[src/rtl/axis_fifo_pkg.sv]
// Shared helpers for the packet-aware AXI-Stream FIFO.
//   cnt_w(depth) : width of a counter that must hold 0..depth inclusive
//   ptr_w(depth) : width of a pointer that indexes 0..depth-1
// The {last,data} beat struct depends on DATA_WIDTH, so it is declared inside
// axis_fifo_pkt. A package typedef cannot be parameterised by a module
// parameter.
package axis_fifo_pkg;

  function automatic int cnt_w(input int depth);
    return $clog2(depth + 1);
  endfunction

  function automatic int ptr_w(input int depth);
    return (depth > 1) ? $clog2(depth) : 1;
  endfunction

endpackage

[src/rtl/axis_fifo_mem.sv]
// Storage array for axis_fifo_pkt: DEPTH x WIDTH registers.
// The write is synchronous and the read is asynchronous, which gives
// first-word-fall-through output.
//   clk_i   : clock
//   we_i    : write enable
//   waddr_i : write index, 0..DEPTH-1
//   wdata_i : write word
//   raddr_i : read index, 0..DEPTH-1
//   rdata_o : word at raddr_i, combinational
// The contents are never reset.
module axis_fifo_mem #(
  parameter int DEPTH = 16,
  parameter int WIDTH = 9,
  parameter int AW    = 4
) (
  input  logic             clk_i,
  input  logic             we_i,
  input  logic [AW-1:0]    waddr_i,
  input  logic [WIDTH-1:0] wdata_i,
  input  logic [AW-1:0]    raddr_i,
  output logic [WIDTH-1:0] rdata_o
);

  logic [WIDTH-1:0] mem_q [DEPTH];

  always_ff @(posedge clk_i) begin
    if (we_i) mem_q[waddr_i] <= wdata_i;
  end

  assign rdata_o = mem_q[raddr_i];

endmodule

[src/rtl/axis_fifo_pkt.sv]
// AXI-Stream FIFO with TLAST, fill level, almost-full/almost-empty flags and an
// optional store-and-forward packet mode. DEPTH may be any value >= 2.
// Ports:
//   clk_i, rst_i          : clock and synchronous active-high reset
//   write_data_i, last_i  : slave beat payload
//   valid_i, ready_o      : slave handshake; ready_o = not full
//   read_data_o, last_o   : master beat payload, FWFT from the array
//   valid_o, ready_i      : master handshake
//   count_o               : entries stored
//   almost_full_o         : count_o >= AFULL_LEVEL
//   almost_empty_o        : count_o <= AEMPTY_LEVEL
//   pkt_count_o           : complete packets stored (TLAST beats held)
// Handshake: a beat moves on a posedge where valid and ready are both high.
// A source that raises valid keeps it and its payload stable until the beat is
// taken. Neither ready_o nor valid_o depends combinationally on the opposite
// side's valid/ready.
module axis_fifo_pkt
  import axis_fifo_pkg::*;
#(
  parameter int DATA_WIDTH   = 8,
  parameter int DEPTH        = 16,
  parameter int PACKET_MODE  = 0,
  parameter int AFULL_LEVEL  = 14,
  parameter int AEMPTY_LEVEL = 2
) (
  input  logic                         clk_i,
  input  logic                         rst_i,
  input  logic [DATA_WIDTH-1:0]        write_data_i,
  input  logic                         last_i,
  input  logic                         valid_i,
  output logic                         ready_o,
  output logic [DATA_WIDTH-1:0]        read_data_o,
  output logic                         last_o,
  output logic                         valid_o,
  input  logic                         ready_i,
  output logic [$clog2(DEPTH+1)-1:0]   count_o,
  output logic                         almost_full_o,
  output logic                         almost_empty_o,
  output logic [$clog2(DEPTH+1)-1:0]   pkt_count_o
);

  localparam int CW = cnt_w(DEPTH);
  localparam int PW = ptr_w(DEPTH);
  localparam logic [CW-1:0] FULL_CNT = CW'(DEPTH);
  localparam bit PKT = (PACKET_MODE != 0);

  typedef struct packed {
    logic                  last;
    logic [DATA_WIDTH-1:0] data;
  } beat_t;

  if (DEPTH < 2) begin : g_bad_depth
    $error("axis_fifo_pkt: DEPTH must be >= 2");
  end
  if (AFULL_LEVEL < 1 || AFULL_LEVEL > DEPTH) begin : g_bad_afull
    $error("axis_fifo_pkt: AFULL_LEVEL must be in 1..DEPTH");
  end
  if (AEMPTY_LEVEL < 0 || AEMPTY_LEVEL > DEPTH - 1) begin : g_bad_aempty
    $error("axis_fifo_pkt: AEMPTY_LEVEL must be in 0..DEPTH-1");
  end

  logic [PW-1:0] wr_ptr_q, wr_ptr_d, rd_ptr_q, rd_ptr_d;
  logic [CW-1:0] count_q, count_d, pkt_count_q, pkt_count_d;
  logic          wr_en, rd_en, wr_last, rd_last;
  beat_t         wr_beat, rd_beat;

  // The pointer wraps explicitly, so DEPTH need not be a power of two.
  function automatic logic [PW-1:0] next_ptr(input logic [PW-1:0] p);
    return (p == PW'(DEPTH - 1)) ? '0 : p + PW'(1);
  endfunction

  axis_fifo_mem #(
    .DEPTH (DEPTH),
    .WIDTH ($bits(beat_t)),
    .AW    (PW)
  ) u_mem (
    .clk_i   (clk_i),
    .we_i    (wr_en),
    .waddr_i (wr_ptr_q),
    .wdata_i (wr_beat),
    .raddr_i (rd_ptr_q),
    .rdata_o (rd_beat)
  );

  assign wr_beat     = '{last: last_i, data: write_data_i};
  assign read_data_o = rd_beat.data;
  assign last_o      = rd_beat.last;

  // A full FIFO does not accept a write, even when a read happens in the same cycle.
  assign ready_o = (count_q != FULL_CNT);

  // Packet mode holds the output back until a whole packet is stored. If the
  // FIFO fills with no TLAST, it falls back to cut-through so that a packet
  // longer than DEPTH still drains.
  always_comb begin
    valid_o = (count_q != '0);
    if (PKT) valid_o = valid_o && ((pkt_count_q != '0) || (count_q == FULL_CNT));
  end

  assign wr_en   = valid_i & ready_o;
  assign rd_en   = valid_o & ready_i;
  assign wr_last = wr_en & last_i;
  assign rd_last = rd_en & rd_beat.last;

  always_comb begin
    wr_ptr_d    = wr_ptr_q;
    rd_ptr_d    = rd_ptr_q;
    count_d     = count_q;
    pkt_count_d = pkt_count_q;
    if (wr_en) wr_ptr_d = next_ptr(wr_ptr_q);
    if (rd_en) rd_ptr_d = next_ptr(rd_ptr_q);
    case ({wr_en, rd_en})
      2'b10:   count_d = count_q + CW'(1);
      2'b01:   count_d = count_q - CW'(1);
      default: count_d = count_q;
    endcase
    case ({wr_last, rd_last})
      2'b10:   pkt_count_d = pkt_count_q + CW'(1);
      2'b01:   pkt_count_d = pkt_count_q - CW'(1);
      default: pkt_count_d = pkt_count_q;
    endcase
  end

  always_ff @(posedge clk_i) begin
    if (rst_i) begin
      wr_ptr_q    <= '0;
      rd_ptr_q    <= '0;
      count_q     <= '0;
      pkt_count_q <= '0;
    end else begin
      wr_ptr_q    <= wr_ptr_d;
      rd_ptr_q    <= rd_ptr_d;
      count_q     <= count_d;
      pkt_count_q <= pkt_count_d;
    end
  end

  // The flags come only from the registered count.
  assign count_o        = count_q;
  assign pkt_count_o    = pkt_count_q;
  assign almost_full_o  = (count_q >= CW'(AFULL_LEVEL));
  assign almost_empty_o = (count_q <= CW'(AEMPTY_LEVEL));

endmodule

[config.mk]
export PLATFORM = sky130hd
export DESIGN_NAME = axis_fifo_pkt
export DESIGN_NICKNAME = d
export VERILOG_FILES = /design/src/rtl/axis_fifo_pkg.sv /design/src/rtl/axis_fifo_mem.sv /design/src/rtl/axis_fifo_pkt.sv
export SDC_FILE = /design/constraint.sdc
export NUM_CORES = 1
export LEC_CHECK = 0
export BUFFER_PORTS_ARGS = -buffer_cell sky130_fd_sc_hd__buf_2
export CORE_ASPECT_RATIO = 0.75
export CORE_MARGIN = 10
export CORE_UTILIZATION = 35
export DETAILED_ROUTE_END_ITERATION = 7
export MAX_ROUTING_LAYER = met4
export SLEW_MARGIN = 40
export SYNTH_ARGS = -nofsm -noshare
export SYNTH_HDL_FRONTEND = slang
export SYNTH_SLANG_ARGS = --single-unit
[constraint.sdc]
create_clock -name clk_i -period 2.8 [get_ports clk_i]
set_input_delay 0.42 -clock clk_i [delete_from_list [all_inputs] [get_ports clk_i]]
set_output_delay 0.42 -clock clk_i [all_outputs]
set_load 0.01 [all_outputs]
==> summary.txt <==
Clock network
  – CTS tree: done
  – Sink Count: 166
  – Reg clk slew, reported paths: roughly 60 ps
  – TritonCTS Buffers: 17
  – CTS Buffer Depth: 2
  – Worst-Skew Late Latency: 420 ps
  – CTS Root Cell: clkbuf_16
  – Htree depth: 4
  – Hold-fix buffer count after cts: 0

Worst setup path
  – Crit Path Class: reg2reg
  – Worst Path Required: about 3100 ps
  – Critical Path End Type: flop
  – Top delay family on crit path: multiplexers
  – Max stage delay on crit path: about 340 ps
  – Startpoint types: flop
  – CP max stage cell: fa_2
  – Critical path cell sequence: buf_4 > mux4_2 > mux2i_2 > a211oi_2 > ha_4 > inv_2 > fa_2 > nand2b_1 > a21oi_2 > mux2i_1 > mux2_2
  – CP max FO: 5
  – CP Buf/Inv Count: 2
  – Crit path DAT: approximately 3100 ps

Place
  – RD Place Congestion: ~0.81
  – Detailed Place HPWL: slightly below 9000 um
  – PortBufs: 35

Synth
  – Ranking of synthesized cells by area: edfxtp_1 64%, mux4_2 12%, dfxtp_1 6.5%
  – Syn avg cell area: about 17 um^2
  – Library cells used by synthesis: 40
  – Yosys warning total: 0
  – Synthesized flop and latch total: ~170
  – Area share of the leading cell type in the synthesized netlist: 0.642
  – Post-Synthesis Cell Area: about 0.0067 mm^2
  – Most frequent cell after synthesis: edfxtp_1
  – Largest area contributor in the netlist: edfxtp_1
  – Mapped Cells: 389
  – Post-synth ARST share: 0
  – Seq/Total Area, Yosys: 0.707
  – Mapped Nets: between 400 and 500
  – Top FF cell, synth: edfxtp_1
  – Post-synth EDFFs: 144
  – Post-synth top cells: 144 x edfxtp_1, 38 x nor2_1, 36 x mux4_2

Final layout
  – Diodes inserted: 0
  – Fraction of layout cells with a size suffix above 1: 0.350
  – Area grow syn2layout: 19.1%
  – Multi-input gate area: 0.00195 mm^2
  – NumNets Final: approximately 480
  – Fill cells: 1,648
  – Sequential Area: 0.00477 mm^2

Flow run
  – Max cap viols: 0

Power and ir drop
  – Worst vdd ir: around 0.38 mV
  – Pleak: between 0.002 and 0.003 uW
  – Power Density: 872 mW/mm^2

Timing
  – Final Setup Violations: 0
  – Slew @ Worst Pin: approximately 690 ps
  – Final Skew: about 12 ps
  – Final period util: 0.978
  – Setup TNS: 0 ps
  – Final min period: between 2000 and 3000 ps
  – Worst hold margin: ~350 ps
  – Unrepaired setup endpoints after global routing: true
  – Rel. slew slack: 0.540
  – Slew Viols, Final: 0
  – Final Hold Viols: 0
  – FMAX: roughly 0.37 GHz

Global route
  – Global-route wire length before repair: about 22,000 um
  – Vias in the first global route: ~3,700
  – M1 GR Usage: 0.156
  – GR Util met3: 0.0304
  – GRT Max-Usage Layer: met2
  – Initial antenna violation count: 0
  – Largest net degree at the start of global routing: 34
  – GR Overflow Total: 0
  – Met2 usage: 0.173
  – Total GRT Usage: 0.118

Die
  – Starting Density: 0.360
  – DIE HEIGHT: between 100 and 150 um
  – Chip width: between 150 and 200 um
  – FP Rows: 43
  – Total Die Area: approximately 0.025 mm^2
  – Core Region: about 0.019 mm^2
  – I/O pins: 36

Routing
  – Vias per Instance: roughly 5.1
  – Residual DRC: 0
  – DR iter-0 viols: 240
  – First-pass DRT Iterations: 4
  – Avg WL per Cell: approximately 20 um
  – Final wirelength: approximately 14,000 um
  – Via count: 3,583
  – DRT antenna net count: 0

Hold path
  – Min-delay worst type: in2reg

Status
  – Status: complete, no violations
registers in the layout, summed over array words and instances (netlist names), named ones only:
name / count
count_o: 5
pkt_count_o: 5
rd_ptr_q: 4
u_mem.mem_q: 144
wr_ptr_q: 4
layout make-up:
type,count,share of cell area
clock buffers,19,0.0539
clock inverters,13,0.0164
inverters,12,0.00561
multi-input cells,191,0.243
flip-flops and latches,166,0.594
well taps,247,0.0385
repair buffers,59,0.0485
tightest hold or removal path, cell delays in order:
cell	delay (ps)
buf_2	130
nand3_1	80
a21oi_1	80
per-stage QoR:
stage / area (um^2) / setup slack (ps) / cells / power (uW) / utilization
2_1_floorplan: 6760 / -11.7 / 389 / 4110 / -
3_3_place_gp: 7340 / -23.4 / 674 / 4660 / 0.392
3_5_place_dp: 7360 / -42.1 / 674 / 4700 / 0.393
4_1_cts: 7940 / 0.576 / 706 / 6950 / 0.424
5_1_grt: 8030 / -70.8 / 707 / 7350 / 0.429
6_report: 8030 / 62.9 / 707 / 7000 / 0.429
kinds of logic after synthesis:
| group | synth area share |
|---|---|
| xor gates and xnor gates | 0.00780 |
| muxes | 0.131 |
| DFF | 0.707 |
| AOI/OAI and AO/OA | 0.0462 |
| and+or+nand+nor | 0.0577 |
| buffers and inverters | 0.0201 |
| adders and majority gates | 0.0301 |
per-layer routing:
metal / part of all wire / vias up
li1: - / 1644
met1: 0.47 / 1821
met2: 0.46 / 107
met3: 0.054 / 11
met4: 0.015 / 0
met5: 0 / -
path summary, 6_finish.rpt:
check        slack [ps]              to         from  depth (start not counted)
max reg2reg          60  pkt_count_o[4]         flop                         11
min                 350     rd_ptr_q[1]      ready_i                          3
max                  60  pkt_count_o[4]         flop                         11
min reg2reg         530            flop  rd_ptr_q[0]                          2
power by group:
group / total (uW) / switching, uW / internal [uW]
clock: 2230 / 926 / 1310
combinational: 1850 / 945 / 910
sequential: 2910 / 96.6 / 2810
total: 7000 / 1970 / 5030
repair_timing:
item / in CTS / in global routing
resized for setup: 2 / 14
setup buffers: 0 / 0
setup endpoints to repair: 2 / 9
gates cloned: 0 / 1
pin swaps: 2 / 3
cells in the final DEF, fill, tap and decap left out, drive strengths merged, types with 4 or more instances in the layout:
cell / n
xor2: 6
inv: 14
edfxtp: 144
dfxtp: 22
clkinv: 6
nor3: 4
ha: 13
nor2: 38
clkbuf: 20
a22oi: 16
nand2: 16
mux4: 36
nand2b: 4
a21oi: 14
mux2i: 5
nor2b: 4
buf: 58
Note: power is estimated with default switching activity, not from simulation.
